File: config.mk
export PLATFORM = sky130hd
export DESIGN_NAME = mask_bram_ctrl
export DESIGN_NICKNAME = d
export VERILOG_FILES = /design/src/rtl/mask_pkg.sv /design/src/rtl/mask_bram_ctrl.sv
export SDC_FILE = /design/constraint.sdc
export NUM_CORES = 1
export LEC_CHECK = 0
export BUFFER_PORTS_ARGS = -buffer_cell sky130_fd_sc_hd__buf_2
export CORE_AREA = 2 2 72 92
export CTS_CLUSTER_DIAMETER = 200
export DETAILED_ROUTE_END_ITERATION = 16
export DIE_AREA = 0 0 74 94
export PLACE_DENSITY = 0.77
export REMOVE_ABC_BUFFERS = 1
export SYNTH_ARGS = -nofsm -noshare
export SYNTH_HDL_FRONTEND = slang
export SYNTH_SLANG_ARGS = --single-unit
export TNS_END_PERCENT = 20
File: constraint.sdc
create_clock -name clk -period 2.1 [get_ports clk]
set_input_delay 0.315 -clock clk [delete_from_list [all_inputs] [get_ports clk]]
set_output_delay 0.315 -clock clk [all_outputs]
set_load 0.05 [all_outputs]
File: src/rtl/mask_pkg.sv
// mask_pkg -- shared definitions for the double-buffered mask BRAM controller.
//
// Contents:
//   swap_state_t   : bank-swap FSM states (IDLE, ARMED)
//   BYTES_PER_WORD : byte stride of one 32-bit BRAM word
//   word_byte_addr : maps {bank, word index} to a BRAM byte address
//
// Optional feature macro used by the controller: MASK_BRAM_CTRL_STATS_EN.

package mask_pkg;

    // IDLE: no swap requested.
    // ARMED: a commit was seen and the swap waits for the next frame start.
    typedef enum logic {
        IDLE,
        ARMED
    } swap_state_t;

    localparam int BYTES_PER_WORD = 4;

    // The bank bit sits directly above the AW-bit word index, and the
    // resulting word number is scaled to a byte address.
    function automatic logic [31:0] word_byte_addr(input logic        bank,
                                                   input logic [31:0] index,
                                                   input int          aw);
        logic [31:0] word_num;
        word_num = index | (32'(bank) << aw);
        return word_num * 32'(BYTES_PER_WORD);
    endfunction

endpackage

File: src/rtl/mask_bram_ctrl.sv
// mask_bram_ctrl -- double-buffered pixel mask store in a single BRAM port.
//
// The pixel stream reads one mask word per accepted beat from the active
// bank. The host writes new mask words into the inactive bank whenever the
// stream leaves the port free, then pulses host_commit; the banks swap at
// the next start-of-frame beat, so a frame never sees a half-written mask.
//
// Parameters:
//   DW          : mask word width (low bits of each 32-bit BRAM word)
//   FRAME_WORDS : mask words per bank (pixels per frame)
//   AW          : word index width, 2^AW >= FRAME_WORDS
//
// Ports:
//   clk, rst                         : clock, async active-high reset
//   pix_tvalid/pix_tready/pix_tuser  : snooped pixel stream handshake + SOF
//   host_wvalid/host_wready          : mask write handshake
//   host_waddr, host_wdata           : mask write index and data
//   host_commit                      : pulse, swap banks at next SOF
//   commit_pending                   : swap armed but not yet taken
//   active_bank                      : bank read by the stream
//   addr_err                         : sticky out-of-range write flag
//   bram_en/bram_we/bram_addr/bram_din : BRAM port (byte addressed)
//   stall_cnt, frame_cnt             : only with MASK_BRAM_CTRL_STATS_EN;
//                                      saturating write-stall and SOF counts

module mask_bram_ctrl
    import mask_pkg::*;
#(
    parameter int DW          = 16,
    parameter int FRAME_WORDS = 307200,
    parameter int AW          = 19
) (
    input  logic          clk,
    input  logic          rst,
    input  logic          pix_tvalid,
    input  logic          pix_tready,
    input  logic          pix_tuser,
    input  logic          host_wvalid,
    output logic          host_wready,
    input  logic [AW-1:0] host_waddr,
    input  logic [DW-1:0] host_wdata,
    input  logic          host_commit,
    output logic          commit_pending,
    output logic          active_bank,
    output logic          addr_err,
    output logic          bram_en,
    output logic          bram_we,
    output logic [31:0]   bram_addr,
    output logic [31:0]   bram_din
`ifdef MASK_BRAM_CTRL_STATS_EN
    ,
    output logic [31:0]   stall_cnt,
    output logic [31:0]   frame_cnt
`endif
);

    logic          beat;
    logic          sof_beat;
    logic          wr_accept;
    logic          wr_in_range;
    logic          swap;
    logic          bank_eff;
    logic [AW-1:0] idx_q;
    logic [AW-1:0] ridx;
    logic [31:0]   addr_q;
    logic          active_bank_q;
    logic          commit_pending_q;
    logic          addr_err_q;
    swap_state_t   state_q;
    swap_state_t   state_d;

    assign beat        = pix_tvalid & pix_tready;
    assign sof_beat    = beat & pix_tuser;
    assign host_wready = ~beat;
    assign wr_accept   = host_wvalid & host_wready;
    assign wr_in_range = 32'(host_waddr) < 32'(FRAME_WORDS);

    // The SOF beat that takes an armed swap must already read the new bank,
    // so the read path uses the bank as it will be after this cycle.
    assign swap     = (state_q == ARMED) & sof_beat;
    assign bank_eff = active_bank_q ^ swap;
    assign ridx     = pix_tuser ? '0 : idx_q;

    assign bram_en        = 1'b1;
    assign active_bank    = active_bank_q;
    assign commit_pending = commit_pending_q;
    assign addr_err       = addr_err_q;

    // BRAM port mux. The stream always wins; a host write only gets the port
    // in cycles without a beat, and always lands in the bank the stream is
    // not reading. Out-of-range writes are swallowed without touching the
    // port, and an idle cycle leaves the last address on the bus.
    always_comb begin
        bram_we   = 1'b0;
        bram_addr = addr_q;
        bram_din  = 32'(host_wdata);
        if (beat) begin
            bram_addr = word_byte_addr(bank_eff, 32'(ridx), AW);
        end else if (wr_accept && wr_in_range) begin
            bram_we   = 1'b1;
            bram_addr = word_byte_addr(~active_bank_q, 32'(host_waddr), AW);
        end
    end

    // Swap FSM next state. A commit in IDLE arms the swap even when it
    // coincides with a SOF beat, which deliberately defers the swap to the
    // following frame. Commits while armed change nothing.
    always_comb begin
        state_d = state_q;
        case (state_q)
            IDLE:    if (host_commit) state_d = ARMED;
            ARMED:   if (sof_beat)    state_d = IDLE;
            default: state_d = IDLE;
        endcase
    end

    // Swap FSM state, the visible bank and the pending flag. The outputs
    // change one cycle after the SOF beat that takes the swap.
    always_ff @(posedge clk or posedge rst) begin
        if (rst) begin
            state_q          <= IDLE;
            active_bank_q    <= 1'b0;
            commit_pending_q <= 1'b0;
        end else begin
            state_q          <= state_d;
            commit_pending_q <= (state_d == ARMED);
            if (swap) begin
                active_bank_q <= ~active_bank_q;
            end
        end
    end

    // Frame position tracker. Each beat advances past the word just read,
    // wrapping at the end of the frame; a SOF beat restarts from word 0.
    always_ff @(posedge clk or posedge rst) begin
        if (rst) begin
            idx_q <= '0;
        end else if (beat) begin
            if (ridx == AW'(FRAME_WORDS - 1)) begin
                idx_q <= '0;
            end else begin
                idx_q <= ridx + AW'(1);
            end
        end
    end

    // Address hold register so idle cycles keep the previous BRAM address,
    // plus the sticky out-of-range flag that only reset clears.
    always_ff @(posedge clk or posedge rst) begin
        if (rst) begin
            addr_q     <= '0;
            addr_err_q <= 1'b0;
        end else begin
            addr_q <= bram_addr;
            if (wr_accept && !wr_in_range) begin
                addr_err_q <= 1'b1;
            end
        end
    end

`ifdef MASK_BRAM_CTRL_STATS_EN
    // Saturating statistics: cycles where the host waited on the stream,
    // and the number of SOF beats seen.
    always_ff @(posedge clk or posedge rst) begin
        if (rst) begin
            stall_cnt <= '0;
            frame_cnt <= '0;
        end else begin
            if (host_wvalid && !host_wready && (stall_cnt != '1)) begin
                stall_cnt <= stall_cnt + 32'd1;
            end
            if (sof_beat && (frame_cnt != '1)) begin
                frame_cnt <= frame_cnt + 32'd1;
            end
        end
    end
`endif

endmodule

After elaboration in Yosys (flattened, before gate mapping)
Index checks and enable logic that the tools add are counted.
- add/subtract/negate cells: 1
- multipliers: 0
- div/mod/pow operators: 0
- $lt $le $gt $ge: 1
- equal/unequal tests: 1
- shift operators: 0
- muxes and demuxes: 9
- bitwise gates (word level): 10
- reduce and logical (&&, ||, !) cells: 3
- operator list (operator ; number):
    $mux W32 ; 2
    $or A19 B20 Y20 ; 2
    $mux W19 ; 2
    $add A19 B1 Y19 const B ; 1
    $eq A19 B19 Y1 const B ; 1
    $lt A19 B19 Y1 const B ; 1
    $and A1 B1 Y1 ; 4
    $mux W1 ; 4
    $not A1 Y1 ; 3
    $logic_and A1 B1 Y1 ; 2
    $pmux W1 S2 ; 1
    $logic_not A1 Y1 ; 1
    $xor A1 B1 Y1 ; 1
- register bits after elaboration: 54
- latch bits: 0
- memory bits (writable): 0
- bits in read-only memories: 0
- bits of input ports: 42
- output and inout port bits: 70
- word-level logic and storage cells: 30
- memories kept: 0

Longest topological paths before layout
Gate-level depths: netlist of run 1.
- depth in word-level cells: 6
- mapped depth: 9
- gate-level depth less buffers: 7

Worst setup path after synthesis of run 1
Ideal clock, no wire load.
- path type: input to output
- from: in pix_tvalid
- to: out bram_addr[12]
- arrival: 2.624 ns
- data required time: 1.785 ns
- setup slack: -0.839 ns
- cell stages on the path: 6
- cells stage by stage: and2_1 -> clkbuf_1 -> inv_1 -> clkbuf_1 -> buf_1 -> o21ai_0
- cells in the longest elaborated chain, start to end: 6
- RTL lines (item ; RTL line ; text):
    start: declaration ; mask_bram_ctrl.sv:35 ; input logic pix_tvalid,
    $and A1 B1 Y1 ; mask_bram_ctrl.sv:72 ; assign beat = pix_tvalid & pix_tready;
    $not A1 Y1 ; mask_bram_ctrl.sv:74 ; assign host_wready = ~beat;
    via host_wready ; mask_bram_ctrl.sv:39 ; output logic host_wready,
    $and A1 B1 Y1 ; mask_bram_ctrl.sv:75 ; assign wr_accept = host_wvalid & host_wready;
    $logic_and A1 B1 Y1 ; mask_bram_ctrl.sv:99 ; end else if (wr_accept && wr_in_range) begin
    $mux W32 ; mask_bram_ctrl.sv:99 ;
    $mux W32 ; mask_bram_ctrl.sv:97 ; if (beat) begin
    end: declaration ; mask_bram_ctrl.sv:48 ; output logic [31:0] bram_addr,
The timed path passes the listed nets, and every way through them passes these cells.

Final worst setup path of run 1
- from: in host_waddr[12]
- to: out bram_addr[20]
- cells in the longest elaborated chain, start to end: 4
- RTL lines (item ; RTL line ; text):
    start: declaration ; mask_bram_ctrl.sv:40 ; input logic [AW-1:0] host_waddr,
    $lt A19 B19 Y1 ; mask_bram_ctrl.sv:76 ; assign wr_in_range = 32'(host_waddr) < 32'(FRAME_WORDS);
    $logic_and A1 B1 Y1 ; mask_bram_ctrl.sv:99 ;
    $mux W32 ; mask_bram_ctrl.sv:99 ;
    $mux W32 ; mask_bram_ctrl.sv:97 ;
Every way passes these cells.

==> results of run 1 <==
## sequential cells by signal, summed over array words and instances, names as in the netlist
register,cells
idx_q,19
addr_err,1
addr_q,32
active_bank,1
state_q,1
## through the flow
step	std cells	TNS, ns	power, mW	util, %	cell area (µm²)
6_report	447	0	2.48	55.7	3370
5_1_grt	447	-0.103	2.59	55.7	3370
4_1_cts	447	0	2.46	54.9	3320
3_5_place_dp	440	-0.0149	1.91	53.6	3240
3_3_place_gp	440	0	1.89	53.6	3240
2_1_floorplan	273	-76.52	1.71	-	2630
## worst max-delay path, stage by stage
cell and delay [ns]:
sky130_fd_sc_hd__buf_2 0.11, sky130_fd_sc_hd__a21o_1 0.19, sky130_fd_sc_hd__a211oi_1 0.37, sky130_fd_sc_hd__a21oi_1 0.12, sky130_fd_sc_hd__o31ai_1 0.31, sky130_fd_sc_hd__clkbuf_4 0.30
## area by class of cell
type / count / area (µm²) / area share, %
Tap cell: 85 / 106 / 3.16
Clock buffer: 5 / 68.8 / 2.04
Clock inverter: 2 / 10.0 / 0.297
Timing Repair Buffer: 82 / 538 / 16.0
Multi-Input combinational cell: 213 / 1270 / 37.7
Sequential cell: 54 / 1350 / 40.1
Inverter: 6 / 22.5 / 0.669
## cells by family (layout without fill, tap and decap cells)
family,count (synthesis),count (layout),synth area share (%)
fa+ha+maj,1,1,0.430
xor+xnor,1,1,0.301
buf+inv,58,95,12.1
other cells,2,17,0.258
flops,54,54,46.5
compound gates,68,68,13.6
mux,18,18,6.24
simple gates,108,108,20.6
## worst paths after layout
path	start	to	slack (ns)	cells after the start
worst max-delay path	host_waddr[12]	bram_addr[20]	0.07	6
worst min-delay path	rst	addr_q[18]	-0.003	2
worst max register to register	idx_q[1]	idx_q[18]	0.14	7
worst min register to register	addr_err	addr_err	0.49	1
max in group asynchronous	rst	state_q	1.50	3
min in group clk	host_commit	state_q	0.22	2
## metal layers
| layer | vias to the layer above | global-route usage, % | share of wire [%] |
|---|---|---|---|
| met2 | 97 | 32.6 | 50 |
| li1 | 1150 | - | - |
| met5 | - | 2.56 | 0 |
| met1 | 1196 | 26.1 | 43 |
| met3 | 10 | 5.04 | 5.8 |
| met4 | 0 | 7.42 | 1.6 |
## layout by cell type (no fill, tap or decap), types with 2 or more instances in the layout
cell	Yosys	routed
sky130_fd_sc_hd__nor2_1	7	7
sky130_fd_sc_hd__clkbuf_8	0	5
sky130_fd_sc_hd__nand3b_1	10	10
sky130_fd_sc_hd__a22oi_1	2	2
sky130_fd_sc_hd__nor3_1	3	3
sky130_fd_sc_hd__a31oi_1	2	2
sky130_fd_sc_hd__nand4_1	8	8
sky130_fd_sc_hd__o21ai_0	28	19
sky130_fd_sc_hd__or3_1	4	4
sky130_fd_sc_hd__o31ai_1	4	4
sky130_fd_sc_hd__clkbuf_4	0	2
sky130_fd_sc_hd__a221oi_1	2	2
sky130_fd_sc_hd__inv_1	6	5
sky130_fd_sc_hd__o21ai_1	0	9
sky130_fd_sc_hd__buf_12	0	3
sky130_fd_sc_hd__buf_4	35	31
sky130_fd_sc_hd__o22ai_1	3	3
sky130_fd_sc_hd__clkinv_2	0	2
sky130_fd_sc_hd__nand2_1	30	30
sky130_fd_sc_hd__and3_1	13	13
sky130_fd_sc_hd__dfrtp_1	54	54
sky130_fd_sc_hd__buf_2	2	46
sky130_fd_sc_hd__nor2b_1	6	5
sky130_fd_sc_hd__o211ai_1	3	3
sky130_fd_sc_hd__nand2b_1	3	3
sky130_fd_sc_hd__mux2i_1	17	17
sky130_fd_sc_hd__conb_1	2	17
sky130_fd_sc_hd__nand3_1	15	15
sky130_fd_sc_hd__nor4_2	1	2
sky130_fd_sc_hd__a21oi_1	18	18
## report_power, final
group          switching (mW)  internal, mW  leakage [nW]  total [mW]
Sequential             0.0606          1.13         0.711        1.19
Clock                   0.333         0.225        0.0438       0.558
Combinational           0.522         0.211         0.907       0.733
Total                   0.916          1.56          1.66        2.48
==> results by group, run 1 <==
Status
  • Status: finished, violations left
  • Failing checks: hold timing

Cells and area
  • Total inserted antenna cells: 0
  • Share of post-route cells with drive strength above 1: between 20% and 30%
  • Fillcell total: 530
  • Final net count: 405
  • Area Growth Syn to Fin: 15.8%

Floorplanning
  • Die outline width: 74 µm
  • Core footprint: approximately 6000 µm²
  • Number of placement rows: 32
  • Number of primary I/O pins: 112
  • Effective utilization at floorplan: 48.1%
  • Vertical die dimension: 94 µm
  • Area enclosed by the die boundary: 6960 µm²

Route
  • Average wire per cell in the routed design: roughly 15 µm
  • DRC errors left: 0
  • Via Count: between 2000 and 2500
  • Detailed-router iteration count before antenna repair: 4
  • Mean number of vias per cell: 5.49
  • Drt first-iter violations: 180
  • Post-detailed-routing wire length: 6.88 mm
  • Remaining antenna violation count: 0

Logic synthesis
  • Cell types with the largest area share after synthesis: sky130_fd_sc_hd__dfrtp_1, sky130_fd_sc_hd__buf_4, sky130_fd_sc_hd__mux2i_1
  • Number of instances in the synthesized netlist: 310
  • Post-synth cell types: 43
  • Number of warnings printed during yosys synthesis: 0
  • Synth area leader: sky130_fd_sc_hd__dfrtp_1
  • Yosys reg bits: 54
  • Post-synth top area share: 46.5%
  • Share of synthesized area occupied by flip-flops and latches: 46.5%
  • Synthesized area per cell: 9.38 µm²
  • Most frequent cell after synthesis: sky130_fd_sc_hd__dfrtp_1
  • Primary flip-flop cell chosen by synthesis mapping: sky130_fd_sc_hd__dfrtp_1
  • Number of synthesized flops with an enable pin: 0
  • Async set-or-reset flop fraction in the synthesized netlist: 100%
  • Cell Area, Synth: 2910 µm²
  • Synth top cells by count: sky130_fd_sc_hd__dfrtp_1, sky130_fd_sc_hd__buf_4, sky130_fd_sc_hd__nand2_1, sky130_fd_sc_hd__o21ai_0, sky130_fd_sc_hd__a21oi_1

GRT
  • Wire length of the first global-routing pass: 11.0 mm
  • Antenna violations before repair: 0
  • Largest net degree at the start of global routing: 45
  • Via count of the first global-routing pass: 2362
  • Overall fraction of global-route tracks in use: 20.3%
  • Global-route congestion overflow total: 0

STA
  • Final Critical Period: 2.03 ns
  • Final hold vios: 4
  • Period utilisation layout: 96.9%
  • Highest clock frequency the design can meet: roughly 490 MHz
  • Setup violators final: 0
  • Unrepaired setup endpoints after global routing: yes
  • Pins over their slew limit: 0
  • Slack of the critical path: about 0.066 ns
  • Clock tree skew after final layout: 0.00370 ns
  • Hold WS: -0.00340 ns
  • Headroom to the max-slew limit: 64.8%
  • Actual slew at the worst max-slew pin: 0.528 ns

Run
  • Number of violations of the max-capacitance limit: 0

Critical path
  • Worst Setup End Kind: output pin
  • Endpoint arrival time on the critical path: 1.72 ns
  • Worst Setup Start Kind: input port
  • Path type of the worst setup path: in2out
  • Required time at the endpoint of the critical path: 1.78 ns
  • Largest fanout on the critical path: 3

Clock network
  • Insertion delay to the later sink of the worst-skew pair: 0.31 ns
  • Total number of clock tree sinks: between 50 and 60
  • Post-cts gate resize count: 2
  • TritonCTS buffer count: 5
  • Root buffer cell: sky130_fd_sc_hd__clkbuf_8
  • Clock transition at path regs: 0.09 ns
  • Clock tree from TritonCTS: built
  • Hold buffer count at CTS: 0
  • Post-CTS setup repair buffer count: 0
  • H-tree level count: 2
  • Max Root-Sink Buffers: 2

Pwr
  • VDD IR-drop max: roughly 0.34 mV
  • Total power per unit cell area: about 740 nW/µm²
  • Leakage component of the power: 1.66 nW

Placement
  • Worst slack at placement: -0.0103 ns
  • Final estimated routing congestion in global placement: 0.880
  • Port Buffers: 62
  • DPL Wire Length: between 4 and 5 mm

Hold path
  • Type of the tightest min-delay check: in2async
(Power assumes the default switching activity.)
==> inputs of run 2 (changes only) <==
==> constraint.sdc (replaced) <==
create_clock -name clk -period 2.1 [get_ports clk]
set_input_delay 0.105 -clock clk [delete_from_list [all_inputs] [get_ports clk]]
set_output_delay 0.105 -clock clk [all_outputs]
set_load 0.05 [all_outputs]
==> results by group, run 2 (synthesized netlist as in run 1, its figures left out) <==
Pwr
  • Part of the total power dissipated in the clock network: 26.9% (was 22.5%)
  • Leakage component of the power: 1.65 nW (was 1.66 nW)
  • Net switching component of the power: 0.905 mW (was 0.916 mW)
  • Total power per unit cell area: 769 nW/µm² (was 736 nW/µm²)
  • Int Pwr: 1.66 mW (was 1.56 mW)
  • Sequential share of power: 46.2% (was 47.9%)
  • Combinational power share: 26.9% (was 29.6%)
  • VDD IR-drop max: 0.326 mV (was 0.338 mV)
  • Sw frac: 35.3% (was 37.0%)

Clock network
  • TritonCTS buffer count: 5 (unchanged)
  • Insertion delay to the later sink of the worst-skew pair: 0.30 ns (was 0.31 ns)
  • Max Root-Sink Buffers: 2 (unchanged)
  • Root buffer cell: sky130_fd_sc_hd__clkbuf_8 (unchanged)
  • Post-CTS setup repair buffer count: 0 (unchanged)
  • Clock transition at path regs: 0.09 ns (about the same)
  • Total number of clock tree sinks: 54 (unchanged)
  • H-tree level count: 2 (unchanged)
  • Clock tree from TritonCTS: built (unchanged)

Critical path
  • Slowest stage cell, crit path: sky130_fd_sc_hd__dfrtp_1 (was sky130_fd_sc_hd__a211oi_1)
  • Dominant delay contributor by cell family on the critical path: compound AO/OA/AOI/OAI gates (unchanged)
  • Reg-to-Reg End: idx_q[16] (was idx_q[18])
  • Number of buffers and inverters on the critical path: 1 (was 2)
  • Slowest Stage Delay on Critical Path: 0.41 ns (was 0.37 ns)
  • Origin of the worst setup path: idx_q[1] (was host_waddr[12])
  • Largest fanout on the critical path: 5 (was 3)
  • Logic depth of the worst path, buffers included: 8 (was 6)
  • R2r setup slk: 0.15 ns (was 0.14 ns)
  • Required time at the endpoint of the critical path: 2.32 ns (was 1.78 ns)
  • Endpoint arrival time on the critical path: 2.16 ns (was 1.72 ns)
  • Cells traversed along the worst timing path: nor2b_2, ha_1, nand2_1, nor2_1, buf_4, a21oi_1, nand4_1, o211ai_1 (was buf_2, a21o_1, a211oi_1, a21oi_1, o31ai_1, clkbuf_4)
  • Worst Setup End Kind: flip-flop (was output pin)
  • Worst Reg-to-Reg Cells: 8 (was 7)
  • Reg-to-Reg Start: idx_q[1] (unchanged)
  • Worst Setup Start Kind: flip-flop (was input port)
  • Path type of the worst setup path: reg2reg (was in2out)

STA
  • Pins over their slew limit: 0 (unchanged)
  • Headroom to the max-slew limit: 62.6% (was 64.8%)
  • Slack of the critical path: 0.153 ns (was 0.0659 ns)
  • Setup violators final: 0 (unchanged)
  • Highest clock frequency the design can meet: 514 MHz (was 492 MHz)
  • Unrepaired setup endpoints after global routing: no (was yes)
  • Clock tree skew after final layout: 0.00544 ns (was 0.00370 ns)
  • Final Critical Period: 1.95 ns (was 2.03 ns)
  • Period utilisation layout: 92.7% (was 96.9%)
  • Setup TNS: 0 ns (unchanged)
  • Actual slew at the worst max-slew pin: 0.561 ns (was 0.528 ns)
  • Final hold vios: 0 (was 4)

Floorplanning
  • Effective utilization at floorplan: 48.1% (unchanged)
  • Vertical die dimension: 94 µm (unchanged)
  • Area enclosed by the die boundary: 6960 µm² (unchanged)
  • Die outline width: 74 µm (unchanged)
  • Core footprint: 6050 µm² (unchanged)
  • Number of primary I/O pins: 112 (unchanged)
  • Number of placement rows: 32 (unchanged)

Hold path
  • Type of the tightest min-delay check: in2reg (was in2async)
  • Critical hold path startpoint: host_commit
  • Depth of the worst hold-timing path: 2
  • Worst Hold Endpoint: state_q

Status
  • Status: finished, final reports clean (was finished, violations left)

Route
  • Via Count: 2374 (was 2453)
  • DRC errors left: 0 (unchanged)
  • Mean number of vias per cell: 5.30 (was 5.49)
  • Drt first-iter violations: 160 (was 180)
  • Remaining antenna violation count: 0 (unchanged)
  • Detailed-router iteration count before antenna repair: 4 (unchanged)
  • Post-detailed-routing wire length: 6.55 mm (was 6.88 mm)
  • Average wire per cell in the routed design: 14.6 µm (was 15.4 µm)

GRT
  • Via count of the first global-routing pass: 2321 (was 2362)
  • Antenna violations before repair: 0 (unchanged)
  • Largest net degree at the start of global routing: 44 (was 45)
  • Wire length of the first global-routing pass: 10.7 mm (was 11.0 mm)
  • Overall fraction of global-route tracks in use: 19.6% (was 20.3%)
  • Global-route congestion overflow total: 0 (unchanged)

Cells and area
  • Fillcell total: 567 (was 530)
  • Most frequent cells in the layout: sky130_fd_sc_hd__buf_2, sky130_fd_sc_hd__dfrtp_1, sky130_fd_sc_hd__nand2_1 (was sky130_fd_sc_hd__dfrtp_1, sky130_fd_sc_hd__buf_2, sky130_fd_sc_hd__buf_4)
  • Area Growth Syn to Fin: 14.6% (was 15.8%)
  • Share of post-route cells with drive strength above 1: 26.2% (was 26.8%)
  • Leading cell type in the layout, fill and taps excluded: sky130_fd_sc_hd__buf_2 (was sky130_fd_sc_hd__dfrtp_1)
  • Final net count: 405 (unchanged)
  • Largest reg by FF count: addr_q (unchanged)
  • Largest registers in the final layout: addr_q: 32 flops, idx_q: 19 flops (unchanged)
  • Total inserted antenna cells: 0 (unchanged)
  • Max FFs per register: 32 (unchanged)
  • Area occupied by multi-input gates: 1270 µm² (about the same)
  • Total area of sequential cells: 1350 µm² (unchanged)
  • Final design instance area without fill: 3330 µm² (was 3370 µm²)
  • Non-Filler Instances: 448 (was 447)

Run
  • Number of violations of the max-capacitance limit: 0 (unchanged)

Placement
  • Worst slack at placement: -0.0246 ns (was -0.0103 ns)
  • Placed inst area: 3210 µm² (was 3240 µm²)
  • DPL Wire Length: 4.86 mm (was 4.98 mm)
  • Port Buffers: 62 (unchanged)
  • Final estimated routing congestion in global placement: 0.909 (was 0.880)
  • Instance count after placement with tap cells included: 439 (was 440)
run 2: cell types whose count changed in the layout (fill, tap and decap cells not counted), sizes merged:
| cell | before | now |
|---|---|---|
| clkinv | 2 | 0 |
| bufinv | 0 | 1 |
| clkinvlp | 0 | 1 |
| buf | 80 | 81 |
| dlygate4sd3 | 0 | 1 |
| clkbuf | 7 | 6 |
run 2: per-layer routing:
metal  global-route usage [%]  wire length [µm]  vias up
met3                     4.72               421        8
met4                     5.61                80        0
met1                     24.4              2720     1129
li1                         -                 -     1157
met2                     33.1              3330       80
met5                     2.56                 0        -
run 2: through the flow:
stage,total power [mW],hold slack [ns],utilization (%)
finish,2.56,0.00563,55.1
global route,2.68,0.00316,55.1
CTS,2.58,0.00266,55.1
detailed placement,1.89,0.192,53.0
global placement,1.88,0.188,53.0
floorplan,1.71,0.202,-
run 2: cell type report:
cell class	instances	area share (%)
inverter	6	0.676
multi-input combinational	213	38.0
sequential	54	40.6
clock inverter	2	1.13
clock buffer	6	2.18
tap	85	3.19
timing repair buffer	82	14.3
run 2: what timing repair did:
| item | CTS | global route |
|---|---|---|
| setup endpoints to repair | 1 | 1 |
| gates resized for setup | 1 | 1 |
| hold buffers | 1 | 0 |
| hold endpoints to repair | 24 | 0 |
run 2: worst max-delay path by stage:
stage            endpoint
4_1_cts         idx_q[18]
5_1_grt         idx_q[15]
3_5_place_dp     idx_q[4]
6_report        idx_q[16]
2_1_floorplan  addr_q[10]
3_3_place_gp     idx_q[4]
run 2: power groups by stage:
| stage | Combinational (mW) | Sequential, mW | Clock (mW) |
|---|---|---|---|
| finish | 0.688 | 1.18 | 0.689 |
| global route | 0.738 | 1.20 | 0.744 |
| CTS | 0.694 | 1.18 | 0.706 |
| detailed placement | 0.690 | 1.20 | 0 |
| global placement | 0.680 | 1.20 | 0 |
| floorplan | 0.472 | 1.24 | 0 |
==> inputs of run 3 (changes only) <==
- CORE_AREA: 2 2 72 92 -> 2 2 76 96
- DIE_AREA: 0 0 74 94 -> 0 0 78 98
- PLACE_DENSITY: 0.77 -> 0.74
- clock period: 2.1 -> 1.7 ns (I/O delays scaled with it)
==> results by group, run 3 (synthesized netlist as in run 1, its figures left out) <==
Floorplanning
  • Die outline width: 78 µm (was 74 µm)
  • Vertical die dimension: 98 µm (was 94 µm)
  • Core footprint: 6810 µm² (was 6050 µm²)
  • Number of primary I/O pins: 112 (unchanged)
  • Area enclosed by the die boundary: 7640 µm² (was 6960 µm²)
  • Effective utilization at floorplan: 42.7% (was 48.1%)
  • Number of placement rows: 34 (was 32)

Route
  • Mean number of vias per cell: 5.20 (was 5.30)
  • DRC errors left: 0 (unchanged)
  • Post-detailed-routing wire length: 6.73 mm (was 6.55 mm)
  • Detailed-router iteration count before antenna repair: 4 (unchanged)
  • Drt first-iter violations: 148 (was 160)
  • Remaining antenna violation count: 0 (unchanged)
  • Via Count: 2460 (was 2374)
  • Average wire per cell in the routed design: 14.2 µm (was 14.6 µm)

Pwr
  • Net switching component of the power: 1.14 mW (was 0.905 mW)
  • VDD IR-drop max: 0.430 mV (was 0.326 mV)
  • Sequential share of power: 44.6% (was 46.2%)
  • Int Pwr: 2.10 mW (was 1.66 mW)
  • Part of the total power dissipated in the clock network: 26.4% (was 26.9%)
  • Sw frac: 35.1% (was 35.3%)
  • Combinational power share: 29.0% (was 26.9%)
  • Power after layout: 3.24 mW (was 2.56 mW)
  • Leakage component of the power: 1.79 nW (was 1.65 nW)
  • Total power per unit cell area: 900 nW/µm² (was 769 nW/µm²)

Critical path
  • Required time at the endpoint of the critical path: 1.89 ns (was 2.32 ns)
  • Endpoint arrival time on the critical path: 1.95 ns (was 2.16 ns)
  • Worst Setup Start Kind: flip-flop (unchanged)
  • R2r setup slk: -0.05 ns (was 0.15 ns)
  • Worst Setup End Kind: flip-flop (unchanged)
  • Path type of the worst setup path: reg2reg (unchanged)
  • Largest fanout on the critical path: 6 (was 5)

Cells and area
  • Area Growth Syn to Fin: 23.9% (was 14.6%)
  • Largest reg by FF count: addr_q (unchanged)
  • Non-Filler Instances: 473 (was 448)
  • Total inserted antenna cells: 0 (unchanged)
  • Most frequent cells in the layout: sky130_fd_sc_hd__buf_2, sky130_fd_sc_hd__dfrtp_1, sky130_fd_sc_hd__buf_4 (was sky130_fd_sc_hd__buf_2, sky130_fd_sc_hd__dfrtp_1, sky130_fd_sc_hd__nand2_1)
  • Leading cell type in the layout, fill and taps excluded: sky130_fd_sc_hd__buf_2 (unchanged)
  • Largest registers in the final layout: addr_q: 32 flops, idx_q: 19 flops (unchanged)
  • Share of post-route cells with drive strength above 1: 33.9% (was 26.2%)
  • Max FFs per register: 32 (unchanged)
  • Final net count: 425 (was 405)
  • Final design instance area without fill: 3600 µm² (was 3330 µm²)

Clock network
  • H-tree level count: 2 (unchanged)
  • Root buffer cell: sky130_fd_sc_hd__clkbuf_8 (unchanged)
  • Max Root-Sink Buffers: 2 (unchanged)
  • Insertion delay to the later sink of the worst-skew pair: 0.31 ns (was 0.30 ns)
  • TritonCTS buffer count: 5 (unchanged)
  • Clock transition at path regs: 0.09 ns (about the same)
  • Clock tree from TritonCTS: built (unchanged)
  • Total number of clock tree sinks: 54 (unchanged)

STA
  • Pins over their slew limit: 0 (unchanged)
  • Unrepaired setup endpoints after global routing: yes (was no)
  • Setup TNS: -0.380 ns (was 0 ns)
  • Period utilisation layout: 103% (was 92.7%)
  • Hold WS: 0.0624 ns (was 0.00563 ns)
  • Final hold vios: 0 (unchanged)
  • Slack of the critical path: -0.0531 ns (was 0.153 ns)
  • Highest clock frequency the design can meet: 570 MHz (was 514 MHz)
  • Final Critical Period: 1.75 ns (was 1.95 ns)
  • Clock tree skew after final layout: 0.00441 ns (was 0.00544 ns)
  • Setup violators final: 9 (was 0)

Hold path
  • Type of the tightest min-delay check: in2reg (unchanged)

Status
  • Failing checks: setup timing
  • Status: finished, violations left (was finished, final reports clean)

GRT
  • Antenna violations before repair: 0 (unchanged)
  • Global-route congestion overflow total: 0 (unchanged)
  • Wire length of the first global-routing pass: 10.9 mm (was 10.7 mm)
  • Overall fraction of global-route tracks in use: 17.7% (was 19.6%)
  • Largest net degree at the start of global routing: 45 (was 44)
  • Via count of the first global-routing pass: 2345 (was 2321)

Placement
  • Port Buffers: 62 (unchanged)
  • Placed inst area: 3350 µm² (was 3210 µm²)
  • DPL Wire Length: 4.91 mm (was 4.86 mm)
  • Instance count after placement with tap cells included: 461 (was 439)
  • Final estimated routing congestion in global placement: 0.885 (was 0.909)

Run
  • Number of violations of the max-capacitance limit: 0 (unchanged)
-- run 3: cell types whose count changed in the layout (fill, tap and decap cells not counted), sizes merged --
cell / before / now
buf: 81 / 100
dlygate4sd3: 1 / 2
-- run 3: through the flow --
| stage | setup slack (ns) | util (%) |
|---|---|---|
| 2_1_floorplan | -1.57 | - |
| 4_1_cts | -0.0939 | 52.2 |
| 3_5_place_dp | -0.111 | 49.2 |
| 5_1_grt | -0.149 | 52.9 |
| 6_report | -0.0531 | 52.9 |
| 3_3_place_gp | -0.0601 | 49.2 |
-- run 3: path summary, 6_finish.rpt --
path	startpoint	to	depth (start not counted)
setup / recovery	idx_q[14]	idx_q[5]	6
hold / removal	host_wvalid	addr_err	3
setup reg to reg	idx_q[14]	idx_q[5]	6
hold reg to reg	addr_err	addr_err	1
max in group asynchronous	rst	idx_q[1]	4
min in group asynchronous	rst	addr_q[19]	3
-- run 3: area by class of cell --
type	count	area (µm²)
Fill cell	628	3210
Sequential cell	54	1350
Multi-Input combinational cell	213	1350
Timing Repair Buffer	102	659
Tap cell	90	113
Clock buffer	6	72.6
Clock inverter	2	37.5
Inverter	6	22.5
-- run 3: power groups by stage --
stage | Clock (mW) | Combinational, mW | Sequential (mW)
after global routing | 0.938 | 1.00 | 1.46
after CTS | 0.874 | 0.927 | 1.45
final | 0.855 | 0.939 | 1.45
after detailed placement | 0 | 0.914 | 1.47
after floorplan | 0 | 0.583 | 1.53
after global placement | 0 | 0.901 | 1.46
-- run 3: repair_timing --
| action | CTS | global route |
|---|---|---|
| pin swaps | 7 | 4 |
| hold endpoints to repair | 15 | 0 |
| resized for setup | 16 | 25 |
| setup buffers | 2 | 0 |
| hold buffers | 2 | 0 |
| setup endpoints to repair | 11 | 26 |
-- run 3: per-layer routing --
metal	vias to the layer above	part of all wire (%)	track usage (%)
met5	-	0	2.00
met4	0	1.9	5.53
met3	11	6.4	4.99
met2	85	48	29.4
met1	1159	44	22.2
li1	1205	-	-
-- run 3: critical path: stages (launching register included) --
cell and delay [ns]:
sky130_fd_sc_hd__dfrtp_1 0.39, sky130_fd_sc_hd__or4b_4 0.55, sky130_fd_sc_hd__nor4_4 0.22, sky130_fd_sc_hd__a21oi_2 0.13
sky130_fd_sc_hd__buf_6 0.15, sky130_fd_sc_hd__a21oi_2 0.12, sky130_fd_sc_hd__o22ai_1 0.08
